<file path="config.mk">
export PLATFORM = sky130hd
export DESIGN_NAME = l2_arbiter
export DESIGN_NICKNAME = d
export VERILOG_FILES = /design/src/rtl/lc3b_types.sv /design/src/rtl/perf_counter16.sv /design/src/rtl/l2_arbiter.sv
export SDC_FILE = /design/constraint.sdc
export NUM_CORES = 1
export LEC_CHECK = 0
export BUFFER_PORTS_ARGS = -buffer_cell sky130_fd_sc_hd__buf_2
export CAP_MARGIN = 15
export CORE_AREA = 2 2 291 293
export CTS_CLUSTER_DIAMETER = 30
export DETAILED_ROUTE_END_ITERATION = 12
export DIE_AREA = 0 0 293 295
export PLACE_DENSITY = 0.42
export SLEW_MARGIN = 25
export SYNTH_ARGS = -nofsm -noshare
export SYNTH_HDL_FRONTEND = slang
export SYNTH_SLANG_ARGS = --single-unit
</file>
<file path="constraint.sdc">
create_clock -name clk -period 5.9 [get_ports clk]
set_input_delay 0.59 -clock clk [delete_from_list [all_inputs] [get_ports clk]]
set_output_delay 0.59 -clock clk [all_outputs]
set_load 0.005 [all_outputs]
</file>
<file path="src/rtl/lc3b_types.sv">
//------------------------------------------------------------------------------
// lc3b_types : shared LC-3b widths plus the L2 arbiter state and port-select types
// Revision   : 1.0
//------------------------------------------------------------------------------
`default_nettype none

package lc3b_types;

    typedef logic [15:0]  lc3b_word;
    typedef logic [127:0] lc3b_cache_line;

    typedef enum logic [1:0] {
        IDLE    = 2'd0,
        SERVE_I = 2'd1,
        SERVE_D = 2'd2
    } lc3b_l2arb_state;

    typedef enum logic {
        PORT_I = 1'b0,
        PORT_D = 1'b1
    } lc3b_port_sel;

endpackage

`default_nettype wire

</file>
<file path="src/rtl/perf_counter16.sv">
//------------------------------------------------------------------------------
// perf_counter16 : 16-bit enable-increment event counter, wraps 0xFFFF -> 0
// Revision       : 1.0
//------------------------------------------------------------------------------
`default_nettype none

module perf_counter16
    import lc3b_types::*;
(
    input  logic     clk,
    input  logic     rst,
    input  logic     en,
    output lc3b_word count
);

    lc3b_word r_count;

    always_ff @(posedge clk or posedge rst) begin
        if (rst)
            r_count <= '0;
        else if (en)
            r_count <= r_count + 16'd1;
    end

    assign count = r_count;

endmodule

`default_nettype wire

</file>
<file path="src/rtl/l2_arbiter.sv">
//------------------------------------------------------------------------------
// l2_arbiter : round-robin serialiser of I-cache and D-cache misses onto the L2
// Revision   : 1.0
//------------------------------------------------------------------------------
`default_nettype none

module l2_arbiter
    import lc3b_types::*;
(
    input  logic           clk,
    input  logic           rst,
    input  lc3b_word       i_address,
    input  logic           i_read,
    output lc3b_cache_line i_rdata,
    output logic           i_resp,
    input  lc3b_word       d_address,
    input  lc3b_cache_line d_wdata,
    input  logic           d_read,
    input  logic           d_write,
    output lc3b_cache_line d_rdata,
    output logic           d_resp,
    output lc3b_word       l2_address,
    output lc3b_cache_line l2_wdata,
    output logic           l2_read,
    output logic           l2_write,
    input  lc3b_cache_line l2_rdata,
    input  logic           l2_resp,
    output lc3b_word       arb_conflicts,
    output lc3b_word       i_grants,
    output lc3b_word       d_grants
);

    lc3b_l2arb_state r_state;
    lc3b_port_sel    r_last_grant;
    lc3b_word        r_address;
    lc3b_cache_line  r_wdata;
    logic            r_read;
    logic            r_write;

    logic w_idle;
    logic w_i_req;
    logic w_d_req;
    logic w_grant_i;
    logic w_grant_d;
    logic w_conflict;

    assign w_idle     = (r_state == IDLE);
    assign w_i_req    = i_read;
    assign w_d_req    = d_read | d_write;
    assign w_conflict = w_idle & w_i_req & w_d_req;
    // On a tie the port that was not served most recently wins.
    assign w_grant_i  = w_idle & w_i_req & (~w_d_req | (r_last_grant == PORT_D));
    assign w_grant_d  = w_idle & w_d_req & (~w_i_req | (r_last_grant == PORT_I));

    always_ff @(posedge clk or posedge rst) begin
        if (rst) begin
            r_state      <= IDLE;
            r_last_grant <= PORT_D;
            r_address    <= '0;
            r_wdata      <= '0;
            r_read       <= 1'b0;
            r_write      <= 1'b0;
        end else begin
            case (r_state)
                IDLE: begin
                    if (w_grant_i) begin
                        r_state   <= SERVE_I;
                        r_address <= i_address;
                        r_wdata   <= '0;
                        r_read    <= 1'b1;
                        r_write   <= 1'b0;
                    end else if (w_grant_d) begin
                        // Read and write together is forwarded as a write.
                        r_state   <= SERVE_D;
                        r_address <= d_address;
                        r_wdata   <= d_wdata;
                        r_read    <= d_read & ~d_write;
                        r_write   <= d_write;
                    end
                end
                SERVE_I: begin
                    if (l2_resp) begin
                        r_state      <= IDLE;
                        r_last_grant <= PORT_I;
                        r_read       <= 1'b0;
                        r_write      <= 1'b0;
                    end
                end
                SERVE_D: begin
                    if (l2_resp) begin
                        r_state      <= IDLE;
                        r_last_grant <= PORT_D;
                        r_read       <= 1'b0;
                        r_write      <= 1'b0;
                    end
                end
                default: r_state <= IDLE;
            endcase
        end
    end

    assign l2_address = r_address;
    assign l2_wdata   = r_wdata;
    assign l2_read    = r_read;
    assign l2_write   = r_write;

    assign i_rdata = l2_rdata;
    assign d_rdata = l2_rdata;
    assign i_resp  = (r_state == SERVE_I) & l2_resp;
    assign d_resp  = (r_state == SERVE_D) & l2_resp;

    perf_counter16 u_conflict_cnt (
        .clk   (clk),
        .rst   (rst),
        .en    (w_conflict),
        .count (arb_conflicts)
    );

    perf_counter16 u_i_grant_cnt (
        .clk   (clk),
        .rst   (rst),
        .en    (w_grant_i),
        .count (i_grants)
    );

    perf_counter16 u_d_grant_cnt (
        .clk   (clk),
        .rst   (rst),
        .en    (w_grant_d),
        .count (d_grants)
    );

endmodule

`default_nettype wire

</file>
# [After elaboration in Yosys (flattened, before gate mapping)]
# Cells that the tools add are included.
[classes] add_sub_neg=3 eq_ne=6 n_mux=17 n_bitwise=15 n_reduce_logical=9
[op_table] operator="$mux W128" count=2
[op_table] operator="$add A16 B1 Y16 const B" count=3
[op_table] operator="$mux W16" count=2
[op_table] operator="$and A1 B1 Y1" count=8
[op_table] operator="$mux W1" count=6
[op_table] operator="$mux W2" count=3
[op_table] operator="$pmux W1 S2" count=3
[op_table] operator="$reduce_and A3 Y1" count=2
[op_table] operator="$reduce_bool A2 Y1" count=3
[op_table] operator="$ne A2 B2 Y1 const B" count=2
[op_table] operator="$not A1 Y1" count=4
[op_table] operator="$pmux W2 S2" count=1
[op_table] operator="$reduce_and A2 Y1" count=2
[op_table] operator="$ne A3 B1 Y1 const B" count=1
[op_table] operator="$or A1 B1 Y1" count=3
[op_table] operator="$eq A2 B1 Y1 const B" count=1
[op_table] operator="$eq A2 B2 Y1 const B" count=1
[op_table] operator="$logic_not A2 Y1" count=1
[op_table] operator="$ne A2 B1 Y1 const B" count=1
[op_table] operator="$reduce_or A2 Y1" count=1
[totals] register_bits=197 in_bits=294 output_inout_bits=452 elab_cells=59

# [Depth between registers and ports, before layout]
[logic_depth] word_depth=6 mapped_depth=8 depth_no_buf=6

# [Cells and area by module]
# From an unflattened synthesis, not the netlist that was laid out.
[unflattened] cells_unflattened=825 hier_area_um2=9730.6
[modules_own_cells] module="l2_arbiter" n_inst=1 cells_each=654 area_per_inst_um2=7598.5 seq_area_each_um2=3729.8
[modules_own_cells] module="perf_counter16" n_inst=3 cells_each=57 area_per_inst_um2=710.7 seq_area_each_um2=400.4

# [Least setup slack after synthesis]
# No wires, ideal clock.
[synth_timing] path_kind="input to register" start="in d_write" end="reg r_wdata[100], in the netlist l2_wdata[100]" t_arrival_ps=1669 required_ps=5779 setup_slack_ps=4110 cell_stages=7 n_path_buf=4 path_cell_list="buf_2 a2bb2oi_2 and2_1 buf_2 buf_6 buf_6 a22o_1"
[synth_via] elab_chain_cells=6 word_cells_on_any_way=9
[synth_lines] element="start, declared" line_no="l2_arbiter.sv:19" rtl="input logic d_write,"
[synth_lines] element="$or A1 B1 Y1 *" line_no="l2_arbiter.sv:49" rtl="assign w_d_req = d_read | d_write;"
[synth_lines] element="$not A1 Y1" line_no="l2_arbiter.sv:52" rtl="assign w_grant_i = w_idle & w_i_req & (~w_d_req | (r_last_grant == PORT_D));"
[synth_lines] element="$or A1 B1 Y1" line_no="l2_arbiter.sv:52"
[synth_lines] element="$and A1 B1 Y1" line_no="l2_arbiter.sv:52"
[synth_lines] element="$reduce_bool A2 Y1 (no line)"
[synth_lines] element="$reduce_and A2 Y1 (no line)"
[synth_lines] element="end signal, assigned" line_no="l2_arbiter.sv:76" rtl="r_wdata <= d_wdata;"
[synth_lines] element="end, declared" line_no="l2_arbiter.sv:36" rtl="lc3b_cache_line r_wdata;"
# Mark *: on every way between the ends. The rest lies on a longest branch, timed or not.
# A chain may end at the register's enable or synchronous reset.

# [Worst setup path after layout]
[layout_timing] start="reg r_state[0]" end="reg r_wdata[52], in the netlist l2_wdata[52]"
[layout_via] elab_chain_cells=5 word_cells_on_any_way=8
[layout_lines] element="start, declared" line_no="l2_arbiter.sv:33" rtl="lc3b_l2arb_state r_state;"
[layout_lines] element="start signal, assigned" line_no="l2_arbiter.sv:57" rtl="r_state <= IDLE;"
[layout_lines] element="start signal, assigned" line_no="l2_arbiter.sv:67" rtl="r_state <= SERVE_I;"
[layout_lines] element="start signal, assigned" line_no="l2_arbiter.sv:74" rtl="r_state <= SERVE_D;"
[layout_lines] element="$logic_not A2 Y1 *" line_no="l2_arbiter.sv:47, l2_arbiter.sv:64"
[layout_lines] element="$and A1 B1 Y1, on equally long branches (2 in series)" line_no="l2_arbiter.sv:52, l2_arbiter.sv:53"
[layout_lines] element="$reduce_bool A2 Y1 (no line)"
[layout_lines] element="$reduce_and A2 Y1 (no line)"
# Marked as above.

==> impl_metrics.py <==
metrics = {
    "layout": {
        "final-seq-area_sq_mm": 0.00493,
        "multiInputGateArea_sq_mm": 0.00255,
        "areaGrowthSynthToFinish_pct": 17.5,
        "final_common_cell": "buf_2",
        "drive_gt1_frac": 0.440,
        "diodes": 0,
        "num-fill-cells": 9338,
        "finalNetCount": 1221,
        "final_cell_mix": "buf_2 (361), dfrtp_1 (196), a22o_1 (128)",
    },
    "timing": {
        "hold_violations": 0,
        "max_freq_mhz": 423,
        "fin_crit_sh": 0.400,
        "tightestPinTransition_ns": 1.03,
        "skew_ns": 0.0112,
        "period_needed_ns": 2.36,
        "drv_slew": 0,
        "rsz0062_at_grt": "false",
        "fin_setup_tns_ns": 0,
        "max_slew_margin": 0.310,
        "setup_violations": 0,
    },
    "grt": {
        "antenna_found_initial": 0,
        "grt_overflow": 0,
        "grt_pass1_wl_um": 40200,
        "use_met2": 0.0905,
        "grt_max_degree": 161,
        "first_global_vias": 6533,
        "grt.total_usage": 0.0630,
        "busiest_layer": "met2",
        "use_met3": 0.0333,
        "use_met1": 0.0682,
    },
    "power_and_ir_drop": {
        "ir_worst_vdd_uv": 267,
        "power_mw": 5.48,
        "leakage_nw": 5.51,
        "powerDensity_mw_per_mm2": 483,
    },
    "yosys": {
        "ys_warn_count": 0,
        "syn_area_per_cell_sq_um": 11.7,
        "synth-edff-count": 0,
        "synth_flop_cell": "dfrtp_1",
        "synthCells": 827,
        "syn_area_sq_mm": 0.00965,
        "synth_top_area_share": 0.508,
        "synth_area_leaders": "dfrtp_1 (51%), buf_4 (20%), a22o_1 (12%)",
        "synth-seq-area-share": 0.511,
        "synth.distinct_cells": 44,
        "ys_seq_elements": 197,
        "yosys.area.top_type": "dfrtp_1",
        "synthesis.nets": 1129,
        "synth-async-reset-ratio": 1.00,
    },
    "drt": {
        "finalWirelength_um": 27400,
        "firstDrtPassIters": 4,
        "ant_nets": 0,
        "drt_iter0_markers": 249,
        "drcViolationCount": 0,
        "wl_per_cell_um": 13.6,
        "vias": 6245,
        "vias_per_cell": 3.10,
    },
    "clocking": {
        "clock_path_buffers": 2,
        "cts-buffers-inserted": 17,
        "postCtsSetupRepairBufs": 0,
        "clk_latency_ns": 0.50,
        "cts_root_buffer": "clkbuf_16",
        "cts_tree": "done",
        "ctsHoldBuffers": 0,
        "cts_htree_levels": 4,
        "clock_sinks": 197,
        "cts_resized": 0,
        "clkTransAtPathRegs_ns": 0.08,
    },
    "worst_setup_path": {
        "endpoint_kind": "flop",
        "r2r-end": "l2_wdata[52]",
        "path_delay_family": "compound AO/OA/AOI/OAI gates",
        "cp.buffers_inverters": 2,
        "cp.required_ns": 6.27,
        "crit_arrival_ns": 2.74,
        "cp.depth": 6,
        "path_max_fanout": 160,
        "worstSetupPathType": "reg2reg",
        "path_cells": "inv_1 > ha_1 > and2_1 > o21ai_4 > buf_12 > a22o_1",
        "start_kind": "flop",
        "cp_slowest_stage_delay_ns": 0.40,
        "rr_worst_depth": 6,
        "reg2reg_slack_ns": 3.54,
        "slowest_stage": "dfrtp_1",
        "rr_startpoint": "r_state[0]",
    },
    "status": {
        "status": "finished clean",
    },
    "die": {
        "die_h_um": 295,
        "core_sq_mm": 0.0832,
        "start_util": 0.116,
        "die_w_um": 293,
        "fp.dieArea_sq_mm": 0.0864,
        "fp-row-count": 106,
        "ios": 746,
    },
    "placement": {
        "port_buffers": 361,
        "routabilityCongestion": 0.767,
        "post-dp-hpwl_um": 19700,
    },
    "flow_run": {
        "maxCapViolations": 0,
    },
    "min_path": {
        "min_path_type": "in2async",
    },
}
==> report_power, final <==
group | switching (mW) | internal [mW]
registers | 0.355 | 1.89
clock network | 0.594 | 0.685
logic | 1.01 | 0.948
total | 1.96 | 3.52
==> cell type report <==
class,instances,area share
flip-flops and latches,197,0.435
multi-input cells,332,0.224
repair buffers,366,0.166
well taps,1080,0.119
clock buffers,20,0.0394
clock inverters,12,0.0147
inverters,5,0.00198
==> registers in the layout, summed over array words and instances, names as in the netlist <==
signal,count
r_state,2
u_conflict_cnt.count,16
r_last_grant,1
l2_write,1
u_i_grant_cnt.count,16
l2_wdata,128
u_d_grant_cnt.count,16
l2_address,16
l2_read,1
==> how the worst max path moves through the flow <==
| stage | slack [ns] | end | start |
|---|---|---|---|
| floorplan | 2.76 | l2_address[0] | rst |
| global placement | 3.63 | u_d_grant_cnt.count[2] | d_write |
| global route | 3.42 | l2_write | r_state[0] |
| detailed placement | 3.58 | l2_wdata[72] | d_write |
| finish | 3.54 | l2_wdata[52] | r_state[0] |
| CTS | 3.58 | l2_write | r_state[0] |
==> cell families after synthesis <==
group	count (synthesis)	synth area share
simple gates	101	0.0535
buf+inv	298	0.227
mux	19	0.0201
xor+xnor	45	0.0408
fa+ha+maj	8	0.0104
compound gates	159	0.138
flops	197	0.511
==> per-layer routing <==
layer  routed length (um)  vias up
met4                 1630        0
li1                     -     2782
met1                10500     3012
met2                12400      329
met3                 2930      122
met5                    0        -
==> worst register-to-register path: cells and delay by family, from the launching register on <==
| kind | cells | cell delay [ns] |
|---|---|---|
| AO/OA/AOI/OAI | 2 | 0.85 |
| flip-flops | 1 | 0.40 |
| adder cells (fa/ha/maj) | 1 | 0.34 |
| buffers and inverters | 2 | 0.33 |
| AND/OR/NAND/NOR | 1 | 0.31 |
==> cells in the mapped netlist, types with 2 or more instances <==
library cell	count
and3_1	4
nand2_1	42
inv_1	5
dfrtp_1	196
and4_1	3
mux2_2	2
ha_1	8
o21ai_0	11
nand4_1	12
a21oi_1	3
clkbuf_1	6
nor3_1	4
buf_2	20
buf_6	11
nor2_1	6
o21ai_1	6
xnor2_1	36
nand3_1	17
o21a_1	2
buf_4	256
mux2i_1	16
a22o_1	128
and2_1	4
xor2_1	9
==> metrics by stage <==
| step | hold slack (ns) | setup slack [ns] | cell area (sq um) | std cells | utilization |
|---|---|---|---|---|---|
| detailed placement | 0.458 | 3.58 | 10700 | 1980 | 0.129 |
| floorplan | 0.465 | 2.76 | 9660 | 827 | - |
| global route | 0.0770 | 3.42 | 11300 | 2012 | 0.136 |
| global placement | 0.454 | 3.63 | 10700 | 1980 | 0.129 |
| finish | 0.101 | 3.54 | 11300 | 2012 | 0.136 |
| CTS | 0.0408 | 3.58 | 11300 | 2012 | 0.136 |
No activity file was read; power rests on OpenSTA's default activity.
